### config.mk
export PLATFORM = sky130hd
export DESIGN_NAME = data_sync_launcher
export DESIGN_NICKNAME = d
export VERILOG_FILES = /design/src/rtl/data_sync_pkg.sv /design/src/rtl/multi_flop_synchronizer.sv /design/src/rtl/data_sync_launcher.sv
export SDC_FILE = /design/constraint.sdc
export NUM_CORES = 1
export LEC_CHECK = 0
export ABC_CLOCK_PERIOD_IN_PS = 1100
export BUFFER_PORTS_ARGS = -buffer_cell sky130_fd_sc_hd__clkbuf_2
export CORE_AREA = 5 5 42 44
export CTS_CLUSTER_DIAMETER = 80
export DETAILED_ROUTE_END_ITERATION = 10
export DIE_AREA = 0 0 47 49
export GPL_TIMING_DRIVEN = 0
export HOLD_SLACK_MARGIN = 0.05
export SETUP_SLACK_MARGIN = 0.2
export SLEW_MARGIN = 10
export SYNTH_ARGS = -nofsm -noshare
export SYNTH_HDL_FRONTEND = slang
export SYNTH_HIERARCHICAL = 1
export SYNTH_SLANG_ARGS = --single-unit
### constraint.sdc
create_clock -name clk -period 1.1 [get_ports clk]
set_input_delay 0.055 -clock clk [delete_from_list [all_inputs] [get_ports clk]]
set_output_delay 0.055 -clock clk [all_outputs]
set_load 0.02 [all_outputs]
### src/rtl/data_sync_pkg.sv
// -----------------------------------------------------------------------------
// data_sync_pkg
//   Shared definitions for the enable-based bus synchronizer (source launcher
//   and destination side).
//   - state_e : handshake state encoding used by the source launcher
//   - clog2   : ceiling log2 for sizing counters from parameters
// -----------------------------------------------------------------------------
package data_sync_pkg;

    typedef enum logic [1:0] {
        IDLE         = 2'd0,
        REQ          = 2'd1,
        WAIT_ACK_LOW = 2'd2
    } state_e;

    // Ceiling log2; clog2(1) = 0, clog2(9) = 4.
    function automatic int clog2(input int value);
        int result;
        result = 0;
        for (int i = 0; i < 31; i++) begin
            if ((1 << i) < value) begin
                result = i + 1;
            end
        end
        return result;
    endfunction

endpackage

### src/rtl/multi_flop_synchronizer.sv
// -----------------------------------------------------------------------------
// multi_flop_synchronizer
//   Plain flop chain for bringing an asynchronous level into the clk domain.
//   Ports:
//     clk    : destination clock
//     reset  : synchronous, active-high reset (clears every stage)
//     data_i : asynchronous input level(s)
//     data_o : synchronized level(s), STAGE_COUNT edges after data_i changes
// -----------------------------------------------------------------------------
module multi_flop_synchronizer #(
    parameter int STAGE_COUNT = 2,
    parameter int WIDTH       = 1
) (
    input  logic             clk,
    input  logic             reset,
    input  logic [WIDTH-1:0] data_i,
    output logic [WIDTH-1:0] data_o
);

    logic [WIDTH-1:0] stage_q [STAGE_COUNT];

    // NOTE: sequential state uses non-blocking assignments so every stage
    // samples the value its predecessor held before this edge; blocking
    // assignments here would collapse the chain into a single flop.
    // NOTE: the stages are individual flops, not a memory, so clearing them
    // on reset is cheap and keeps a stale ack from surviving a reset.
    always_ff @(posedge clk) begin
        if (reset) begin
            for (int i = 0; i < STAGE_COUNT; i++) begin
                stage_q[i] <= '0;
            end
        end else begin
            stage_q[0] <= data_i;
            for (int i = 1; i < STAGE_COUNT; i++) begin
                stage_q[i] <= stage_q[i-1];
            end
        end
    end

    assign data_o = stage_q[STAGE_COUNT-1];

endmodule

### src/rtl/data_sync_launcher.sv
// -----------------------------------------------------------------------------
// data_sync_launcher
//   Source-domain end of an enable-based bus synchronizer. Accepts a word from
//   local logic, drives it onto asynchronous_data with a level request
//   (asynchronous_data_valid), and runs a 4-phase req/ack handshake so the
//   destination always samples a stable bus.
//   Ports:
//     clk, reset              : source clock, synchronous active-high reset
//     src_data, src_valid     : word offered by local logic
//     src_ready               : word is accepted on this edge if src_valid
//     asynchronous_data       : registered word, frozen until the next accept
//     asynchronous_data_valid : registered request level
//     asynchronous_ack        : acknowledge from the destination (async)
//     transfer_done           : one-cycle pulse on normal handshake completion
//     timeout_err             : sticky, a request was abandoned for lack of ack
// -----------------------------------------------------------------------------
module data_sync_launcher
    import data_sync_pkg::*;
#(
    parameter int STAGE_COUNT    = 2,
    parameter int BUS_WIDTH      = 4,
    parameter int TIMEOUT_CYCLES = 0
) (
    input  logic                 clk,
    input  logic                 reset,
    input  logic [BUS_WIDTH-1:0] src_data,
    input  logic                 src_valid,
    output logic                 src_ready,
    output logic [BUS_WIDTH-1:0] asynchronous_data,
    output logic                 asynchronous_data_valid,
    input  logic                 asynchronous_ack,
    output logic                 transfer_done,
    output logic                 timeout_err
);

    localparam int CNT_W_RAW = clog2(TIMEOUT_CYCLES + 1);
    localparam int CNT_W     = (CNT_W_RAW < 1) ? 1 : CNT_W_RAW;
    localparam bit TIMEOUT_EN = (TIMEOUT_CYCLES != 0);
    // Last count value before the request is abandoned; unused when disabled.
    localparam logic [CNT_W-1:0] CNT_LAST =
        CNT_W'((TIMEOUT_CYCLES == 0) ? 0 : TIMEOUT_CYCLES - 1);

    state_e                 state_q, state_d;
    logic [BUS_WIDTH-1:0]   data_q, data_d;
    logic                   valid_q, valid_d;
    logic                   done_q, done_d;
    logic                   err_q, err_d;
    logic                   aborted_q, aborted_d;
    logic [CNT_W-1:0]       cnt_q, cnt_d;
    logic                   ack_sync;

    multi_flop_synchronizer #(
        .STAGE_COUNT (STAGE_COUNT),
        .WIDTH       (1)
    ) u_ack_sync (
        .clk    (clk),
        .reset  (reset),
        .data_i (asynchronous_ack),
        .data_o (ack_sync)
    );

    // A late or spurious ack seen in IDLE blocks new words until it clears,
    // so the next request never starts against a stale high ack.
    assign src_ready = (state_q == IDLE) && !ack_sync;

    always_ff @(posedge clk) begin
        if (reset) begin
            state_q   <= IDLE;
            data_q    <= '0;
            valid_q   <= 1'b0;
            done_q    <= 1'b0;
            err_q     <= 1'b0;
            aborted_q <= 1'b0;
            cnt_q     <= '0;
        end else begin
            state_q   <= state_d;
            data_q    <= data_d;
            valid_q   <= valid_d;
            done_q    <= done_d;
            err_q     <= err_d;
            aborted_q <= aborted_d;
            cnt_q     <= cnt_d;
        end
    end

    // NOTE: every signal driven here gets a default before the case so no
    // path leaves it unassigned, which would otherwise infer a latch.
    always_comb begin
        state_d   = state_q;
        data_d    = data_q;
        valid_d   = valid_q;
        done_d    = 1'b0;
        err_d     = err_q;
        aborted_d = aborted_q;
        cnt_d     = cnt_q;

        case (state_q)
            IDLE: begin
                if (src_valid && src_ready) begin
                    data_d    = src_data;
                    valid_d   = 1'b1;
                    cnt_d     = '0;
                    aborted_d = 1'b0;
                    state_d   = REQ;
                end
            end

            REQ: begin
                // Ack is checked first so a simultaneous timeout hit is not
                // reported as an error.
                if (ack_sync) begin
                    valid_d = 1'b0;
                    state_d = WAIT_ACK_LOW;
                end else if (TIMEOUT_EN && (cnt_q == CNT_LAST)) begin
                    valid_d   = 1'b0;
                    err_d     = 1'b1;
                    aborted_d = 1'b1;
                    state_d   = WAIT_ACK_LOW;
                end else if (cnt_q != '1) begin
                    cnt_d = cnt_q + 1'b1;
                end
            end

            WAIT_ACK_LOW: begin
                // Data stays held here so the destination never sees the bus
                // move while its side of the handshake is still closing.
                if (!ack_sync) begin
                    state_d = IDLE;
                    done_d  = !aborted_q;
                end
            end

            default: begin
                state_d = IDLE;
                valid_d = 1'b0;
            end
        endcase
    end

    assign asynchronous_data       = data_q;
    assign asynchronous_data_valid = valid_q;
    assign transfer_done           = done_q;
    assign timeout_err             = err_q;

endmodule

=== Yosys cells after proc, flatten, opt, wreduce, memory -nomap -nowiden ===
Memory sizes are Yosys's and may differ from the RTL's.
Index checks and enable logic that the tools add are counted.

* Bits in registers: 8
* Bits in latches: 0
* RAM bits: 2
* Memory bits (read-only): 0
* Input port bits: 8
* Output and inout port bits: 8
* Logic and storage cells: 33
* Memories: 1

* Add/sub/neg operators: 0
* $mul: 0
* Divide/modulo/power cells: 0
* $lt $le $gt $ge: 0
* Equal/unequal tests: 5
* Shift operators: 0
* Mux-type cells: 12
* Bitwise operators: 3
* Reductions and logical operators: 8

{| class="wikitable"
|+ Memory list
! name !! depth !! width !! read ports !! clocked after memory_dff !! wr ports !! RTL line !! RTL
|-
| u_ack_sync.stage_q || 2 || 1 || 2 || 0 || 2 || multi_flop_synchronizer.sv:20 || <nowiki>logic [WIDTH-1:0] stage_q [STAGE_COUNT];</nowiki>
|}

{| class="wikitable"
|+ Operator list
! operator !! number
|-
| $mux 1 || 7
|-
| $mux 2 || 3
|-
| $pmux 2 s3 || 1
|-
| $reduce_and 3->1 || 2
|-
| $ne 2x2->1 const B || 2
|-
| $pmux 1 s3 || 1
|-
| $reduce_or 3->1 || 1
|-
| $eq 2x1->1 const B || 1
|-
| $eq 2x2->1 const B || 1
|-
| $logic_and 1x1->1 || 2
|-
| $logic_not 2->1 || 1
|-
| $ne 2x1->1 const B || 1
|-
| $or 1x1->1 || 2
|-
| $reduce_and 2->1 || 1
|-
| $logic_not 1->1 || 1
|-
| $not 1->1 || 1
|}

=== Logic depth before layout (Yosys ltp) ===
Gate-level depths: netlist of run 1.
An unclocked memory read counts as a cell.

* Depth in word-level cells: 6
* Mapped depth: 3
* Depth with buffers taken out: 2

=== Modules after synthesis ===
Netlist of run 1, hierarchy kept.

{| class="wikitable"
|+ By module, submodules not included
! module !! instances !! cells each !! area an instance (sq um) !! seq. area each (sq um)
|-
| data_sync_launcher || 1 || 34 || 352.8 || 160.2
|-
| multi_flop_synchronizer || 1 || 4 || 52.6 || 40.0
|}

=== Least setup slack after synthesis of run 1 ===
Ideal clock, no wire load.

* Path kind: register to register
* Start point: reg state_q[0]
* End point: reg data_q[0] (netlist: asynchronous_data[0])
* Library setup time: 0.072 ns
* Arrival time: 0.994 ns
* Required time: 1.028 ns
* Setup slack: 0.035 ns
* Stages on the path, launching flop included: 3
* Path buffers: 0
* Clock period less this slack: 1.065 ns
* Cell sequence: dfxtp_1 > nor4b_4 > mux2i_1

* Cells in the longest elaborated chain, start to end: 4

{| class="wikitable"
|+ RTL lines
! what !! RTL line !! RTL
|-
| from (decl) || data_sync_launcher.sv:43 || <nowiki>state_e state_q, state_d;</nowiki>
|-
| from (signal assigned) || data_sync_launcher.sv:76 || <nowiki>state_q <= state_d;</nowiki>
|-
| $logic_not 2->1 * || data_sync_launcher.sv:64, data_sync_launcher.sv:97 ||
|-
| $logic_and 1x1->1 || data_sync_launcher.sv:64 || <nowiki>assign src_ready = (state_q == IDLE) && !ack_sync;</nowiki>
|-
| $logic_and 1x1->1 || data_sync_launcher.sv:99 || <nowiki>if (src_valid && src_ready) begin</nowiki>
|-
| $reduce_and 2->1 (no line) * || - ||
|-
| to (signal assigned) || data_sync_launcher.sv:77 || <nowiki>data_q <= data_d;</nowiki>
|-
| to (decl) || data_sync_launcher.sv:44 || <nowiki>logic [BUS_WIDTH-1:0] data_q, data_d;</nowiki>
|}

Mark *: on every way between the ends. The rest lies on a longest branch, timed or not.
A chain may end at the register's enable or synchronous reset.

=== Worst setup path after layout of run 1 ===
* Start point: reg state_q[1]
* End point: reg data_q[2] (netlist: asynchronous_data[2])

The elaborated chain is that of the path after synthesis.

==> results.txt, run 1 <==
* Register area share after synthesis: 49.4%
- Area of the multi-input gates: 203 um2
* Top cells by area in the synthesized netlist: dfxtp_1, nand2b_1, mux2i_1
- The clock drives 10 sinks.
* Post-route fraction of the period consumed by the critical path: 95.4%
* Biggest cell delay along the critical path: around 360 ps
* Routed wire per std cell: roughly 9.9 um
- Traced cell by cell, the critical path runs through nor4b_4, buf_6, mux2i_1.
- Number of ports placed on the die boundary: 16
- Crit end category: register
- For the final routed database, the setup TNS stands at 0 ps.
- Count of mapped cells out of synthesis: 38
- For this block, the via count after detailed routing is 353.
* Placed Cells incl. Taps: 68
- After the last flow step, the layout net total stands at 75.
- Cell taking the most area after synthesis: dfxtp_1
- Final Util: ~46%
* Final setup violation count: 0
- Fill cells in the final layout number 157.
- The run finished with clean final reports.
- The worst path in the final design needs a cycle of around 1000 ps, including I/O delays and setup.
- 0 antenna diodes ended up in the layout.
* Start point of the worst hold path: src_valid
- Height of the die: around 50 um
* Hold violation count in the final report: 0
- The floorplan has 14 rows.
- Static Leakage: roughly 0.3 nW
* Clock skew after layout: about 5 ps
- Die extent in x: between 40 and 50 um
- H-tree depth: 1
* Unrepaired setup endpoints after global routing: yes
* Netlist area before placement: approximately 400 um2
- The first global-routing pass estimated approximately 1400 um of wire.
- CTS placed an instance of clkbuf_4 at the clock tree root.
- Critical Path Start Type: register
- Global routing used between 8 and 9% of the available tracks.
- Clock tree synthesis inserted a total of 3 buffers.
- Arrival time worst endpoint: around 1200 ps
- Entering global routing, the biggest net connects 11 pins.
- Iteration-0 DRC count of the detailed router: 6
- Area added between synthesis and finish: 60.2%
- Detail Route Antenna Nets: 0
- Class of the tightest hold or removal check: in2reg
* Peak supply drop: roughly 0.69 mV
- Clock latency at the later pin of the worst-skew pair: between 200 and 300 ps
- In the routed layout, each cell is associated on average with a via count of around 4.3.
* Core Region: around 1400 um2
- Flop and latch count out of synthesis: 10
- Along the worst path, the maximum fanout reaches 5.
- Total count of max-transition violations in the final report: 0
- Mean instance size in the synthesized netlist: ~11 um2
- Die area: around 2300 um2
* Slowest cell on crit path: dfxtp_4
- The initial antenna violation count was 0.
* Share of the synthesized area in the top cell type: approximately half
- Areal power density over the cells: 1350 nW/um2
- In this run the worst setup path begins at state_q[1].
* Synth cell types: 17
- The sequential cells in the finished layout cover a total of 209 um2.
- By startpoint and endpoint, the worst setup path is classified as reg2reg.
* Final wirelength: 809 um
- Max Freq: roughly 950 MHz
* Layout cells sized above 1: between 40% and 50%
- IO buf count: 14
- The finished layout holds 82 standard cells, fillers aside.
- Routability-driven placement finished with a final weighted congestion of ~0.63.
* Detailed Routing Iterations Pass 1: 4
- Clock Tree Buf Depth: 2
- For this run, design rule violations remaining after detail routing come to 0.
- STA puts the critical path data required time at 1280 ps.
* Initial core utilization: between 20% and 30%
- TritonCTS built the clock tree.
- Reg2reg setup slack: 50 ps
- Number of global-route vias before repair: roughly 360
* Post-synthesis net count: 46
- Total half-perimeter wirelength after legalization and detailed placement: between 500 and 600 um
- Clk pin slew, worst setup/hold paths: about 60 ps
- Max-capacitance violation count: 0
- Grt total ovfl: 0
- In this run the critical register-to-register path is launched from state_q[1].
* Warnings from Yosys: 6
-- power breakdown --
| group | switching [mW] | leakage, nW | internal, mW | total, mW |
|---|---|---|---|---|
| clock network | 0.124 | 0.0210 | 0.200 | 0.324 |
| registers | 0.0148 | 0.0840 | 0.381 | 0.396 |
| logic | 0.0687 | 0.201 | 0.0874 | 0.156 |
| total | 0.207 | 0.306 | 0.669 | 0.876 |
-- what timing repair did --
item / in CTS / in global routing
endpoints found under the setup margin: 6 / 9
hold buffers: 6 / 0
hold endpoints to repair: 6 / 0
buffers inserted: 3 / 1
pin swaps: 2 / 1
resized for setup: 7 / 1
-- layout make-up --
type                    instances  share of cell area [%]
flip-flops and latches         10                    32.2
inverters                       1                   0.578
repair buffers                 24                    25.6
plain buffers                   2                    1.73
multi-input cells              25                    31.2
well taps                      16                    3.08
clock buffers                   4                    5.59
-- per-stage QoR --
step	instance area (um2)	setup slack [ps]	hold slack, ps	power, mW
2_1_floorplan	408	74.0	119	0.483
3_3_place_gp	498	-51.5	263	0.522
3_5_place_dp	498	-30.0	271	0.523
4_1_cts	642	49.0	52.4	0.882
5_1_grt	649	-29.2	73.6	0.927
6_report	649	50.8	59.1	0.876
-- flip-flops by register name (all words and copies together) (netlist names) --
| signal | cells |
|---|---|
| asynchronous_data_valid | 1 |
| asynchronous_data | 4 |
| transfer_done | 1 |
| state_q | 2 |
| u_ack_sync/stage_q | 2 |
-- per-layer routing --
metal	track usage [%]	routed length, um	up-vias
met4	4.15	0	0
met1	10.0	343	156
met5	0	0	-
li1	-	-	185
met3	4.43	84	0
met2	12.7	381	12
-- placed cells by master (no fill, tap or decap), types with 2 or more instances in the layout --
cell,Yosys,routed
dfxtp_1,10,7
mux2i_1,4,4
clkbuf_4,0,3
nor2b_1,3,3
nand2b_1,8,8
dfxtp_4,0,2
clkbuf_2,0,13
buf_4,1,5
dlygate4sd3_1,0,6
-- synth_stat cells (all sizes together) --
master  number
clkbuf       1
mux2i        4
nor4b        2
conb         1
dfxtp       10
buf          1
nor3         1
nor2b        3
o21ai        1
inv          1
and3         1
nor4         1
a22o         1
xor2         1
nor2         1
nand2b       8
-- path summary, 6_finish.rpt --
check,end,depth (start not counted)
max,asynchronous_data[2],3
min,state_q[0],3
max reg2reg,asynchronous_data[2],3
min reg2reg,u_ack_sync/stage_q[0][1],1
-- worst max-delay path: cells and delay by family (launching register included) --
family / cells / cell delay [ps]
flip-flops: 1 / 360
multiplexers: 1 / 180
AND/OR/NAND/NOR: 1 / 280
buffers and inverters: 1 / 160
-- cells by family after synthesis --
| family | synth area share (%) |
|---|---|
| buffers and inverters | 3.70 |
| muxes | 9.88 |
| xor gates and xnor gates | 2.16 |
| AOI/OAI and AO/OA | 3.70 |
| and+or+nand+nor | 30.2 |
| DFF | 49.4 |
| other | 0.925 |
Note: power is estimated with default switching activity, not from simulation.
==> run 2: changes to the inputs <==
Settings changed: SYNTH_HIERARCHICAL 1 to unset.
==> results.txt, run 2 <==
- Clock Sink Count: 10 (unchanged)
- The count of mapped cells out of synthesis is 36 (-5.3%).
- Grt total ovfl: 0 (unchanged)
- Hold violation count in the final report: 0 (unchanged)
- The total of flip-flops plus latches after synthesis was 10 (unchanged).
- The flow ran to the end, but the final reports show violations.
- The required time at the worst-slack endpoint came to 1240 ps (-40 ps).
- Clock latency at the later pin of the worst-skew pair: 260 ps (about the same)
- The number of global-route vias before repair is 337 (-5.3%).
- Count of standard-cell rows: 14 (unchanged)
* Largest net degree at the start of global routing: 11 (unchanged)
- The overall power came to 894 uW (+2.1%).
* Remaining routing DRC violations: 0 (unchanged)
- dfxtp_1 is the most common cell in the netlist.
- The iteration count of the initial detailed-routing pass was 1 (-3).
* Clk pin slew, worst setup/hold paths: 70 ps (about the same)
- The cell leakage power is 0.286 nW (-6.3%).
- Final Util: 44.3% (-2.1 points)
- Placed Cells incl. Taps: 65 (-4.4%)
* Final instance area: 621 um2 (-4.4%)
- Crit end category: register
- The total nets after synthesis is 44 (-4.3%).
* Total half-perimeter wirelength after legalization and detailed placement: 572 um (+11%)
- TritonCTS built the clock tree.
* Root buffer cell: clkbuf_4
* Layout cells sized above 1: 49.2% (+5.3 points)
- Setup CP Type: reg2reg
* Share of the synthesized area in the top cell type: 52.1% (+2.7 points)
- Area added between synthesis and finish: 61.6%
* Number of flip-flops in the largest register: 4 (unchanged)
- Commonest non-fill, non-tap cells in the layout: clkbuf_2, buf_4, dfxtp_1
- The mean cell area of the mapped netlist came to 10.7 um2 (about the same).
- Netlist area before placement: 384 um2 (-5.2%)
- The largest voltage drop on the vdd net is 0.648 mV (-6.4%).
- After synthesis, the cell types taking the most area are dfxtp_1, mux2i_1, nor4b_4.
* Final weighted congestion in routability-driven placement: 0.613 (-2.8%)
- Dominant register cell in the synthesized netlist: dfxtp_1
- The number of standard cells in the layout, taps in and fillers out was 79 (-3.7%).
* Die extent in x: 47 um (unchanged)
- Register area share after synthesis: 52.1% (+2.7 points)
- The DRC violation total after the first TritonRoute iteration was 0 (-6).
- Final setup violation count: 6 (+6)
- Post-route fraction of the period consumed by the critical path: 108% (+12 points)
- Critical Path Start Type: register
* Detail Route Antenna Nets: 0 (unchanged)
- The proportion of synthesized flip-flops having asynchronous set or reset was 0% (unchanged).
* Arrival time worst endpoint: 1320 ps (+90 ps)
- H-tree depth: 1 (unchanged)
- Clock period minus final worst setup slack: 1180 ps (+134 ps)
* Total count of max-transition violations in the final report: 0 (unchanged)
* N_diodes: 0 (unchanged)
- Synth cell types: 17 (unchanged)
* Global-route wire length before repair: 1390 um (-4.3%)
* All-layer global routing usage: 8.62% (about the same)
- Leaving out fill and tap cells, the most frequent cell in the layout is clkbuf_2.
* Final setup margin: -83.5 ps (-134 ps)
- Height of the die: 49 um (unchanged)
* Die area: 2300 um2 (unchanged)
- Initial core utilization: 27.4% (-1.5 points)
* Vias: 329 (-6.8%)
- Core Region: 1400 um2 (unchanged)
- The routed wirelength normalized by instance count came to 11.1 um (+12%).
* Top fanout value on the critical path: 4 (-1)
* Final wirelength: 876 um (+8.3%)
* Class of the tightest hold or removal check: in2reg
- The placed cell area was 470 um2 (-5.5%).
* Max-capacitance violation count: 0 (unchanged)
* Detailed-route vias per instance: 4.16 (-3.3%)
- The final reports fail on negative setup slack.
* NumNets Final: 72 (-4.0%)
* Cell types with the highest counts after synthesis: dfxtp_1, nor2_1, mux2i_1
- The final clock skew came to 3.35 ps (-1.80 ps).
- The initial antenna violation count is 0 (unchanged).
- Max Freq: 845 MHz (-11%)
- Number of ports placed on the die boundary: 16 (unchanged)
* IO buf count: 13 (-1)
- Unrepaired setup endpoints after global routing: yes
* Min Hold Slack: 74.2 ps (+15.1 ps)
- Areal power density over the cells: 1440 nW/um2 (+6.8%)
- Total CTS buffers: 3 (unchanged)
- The clock tree buffer depth was 2 (unchanged).
* EDFF count, synth: 0 (unchanged)
- dfxtp_1 takes more of the synthesized area than any other cell.
* Warnings from Yosys: 0 (-6)
-- run 2: changes by cell type in the layout (fill, tap and decap cells not counted), sizes merged, moves of 2 or more --
cell,before,now
buf,6,9
clkbuf,18,16
nand2b,8,1
nor2,1,6
-- run 2: worst max-delay path, cell delays in order, from the launching register on --
cell and delay, ps:
dfxtp_4 370, nor4b_4 270, buf_4 180, mux2i_1 180, nor2_1 60
-- run 2: worst paths after layout --
kind / startpoint / slack (ps) / endpoint / depth (start not counted)
worst min-delay path: src_valid / 70 / state_q[0] / 3
worst max register to register: state_q[1] / -80 / asynchronous_data[3] / 4
worst max-delay path: state_q[1] / -80 / asynchronous_data[3] / 4
worst min register to register: u_ack_sync.stage_q[0][0] / 440 / u_ack_sync.stage_q[0][1] / 1
-- run 2: area by class of cell --
type,instances,area (um2)
plain buffers,3,22.5
clock buffers,4,36.3
fillers,142,781
multi-input cells,23,174
flip-flops and latches,10,206
well taps,16,20.0
repair buffers,23,161
-- run 2: routing by layer --
| layer | share of wire [%] | wire, um | vias up | GRT usage [%] |
|---|---|---|---|---|
| met4 | 0 | 0 | 0 | 5.53 |
| met3 | 11 | 96 | 0 | 5.17 |
| li1 | - | - | 170 | - |
| met1 | 38 | 330 | 146 | 8.44 |
| met5 | 0 | 0 | - | 0 |
| met2 | 51 | 449 | 13 | 13.1 |
-- run 2: kinds of logic after synthesis --
kind of cell | share of synthesized area [%]
other | 0.976
multiplexers | 10.4
buffers and inverters | 5.86
AND/OR/NAND/NOR | 24.4
flip-flops | 52.1
XOR/XNOR | 2.28
AO/OA/AOI/OAI | 3.91
-- run 2: what timing repair did --
| action | 4_1_cts | 5_1_grt |
|---|---|---|
| resized for setup | 7 | 5 |
| hold endpoints to repair | 5 | 0 |
| endpoints found under the setup margin | 6 | 10 |
| pin swaps | 5 | 2 |
| setup buffers | 4 | 1 |
| hold buffers | 5 | 0 |
| gates cloned | 0 | 0 |
-- run 2: through the flow --
stage / setup TNS, ps / setup WS [ps]
2_1_floorplan: -134 / -33.6
3_3_place_gp: -485 / -125
4_1_cts: -597 / -128
3_5_place_dp: -609 / -159
6_report: -401 / -83.5
5_1_grt: -761 / -143
-- run 2: power breakdown --
part / internal (mW) / switching (mW)
Combinational: 0.0911 / 0.0769
Sequential: 0.381 / 0.0136
Clock: 0.201 / 0.130
Total: 0.673 / 0.221
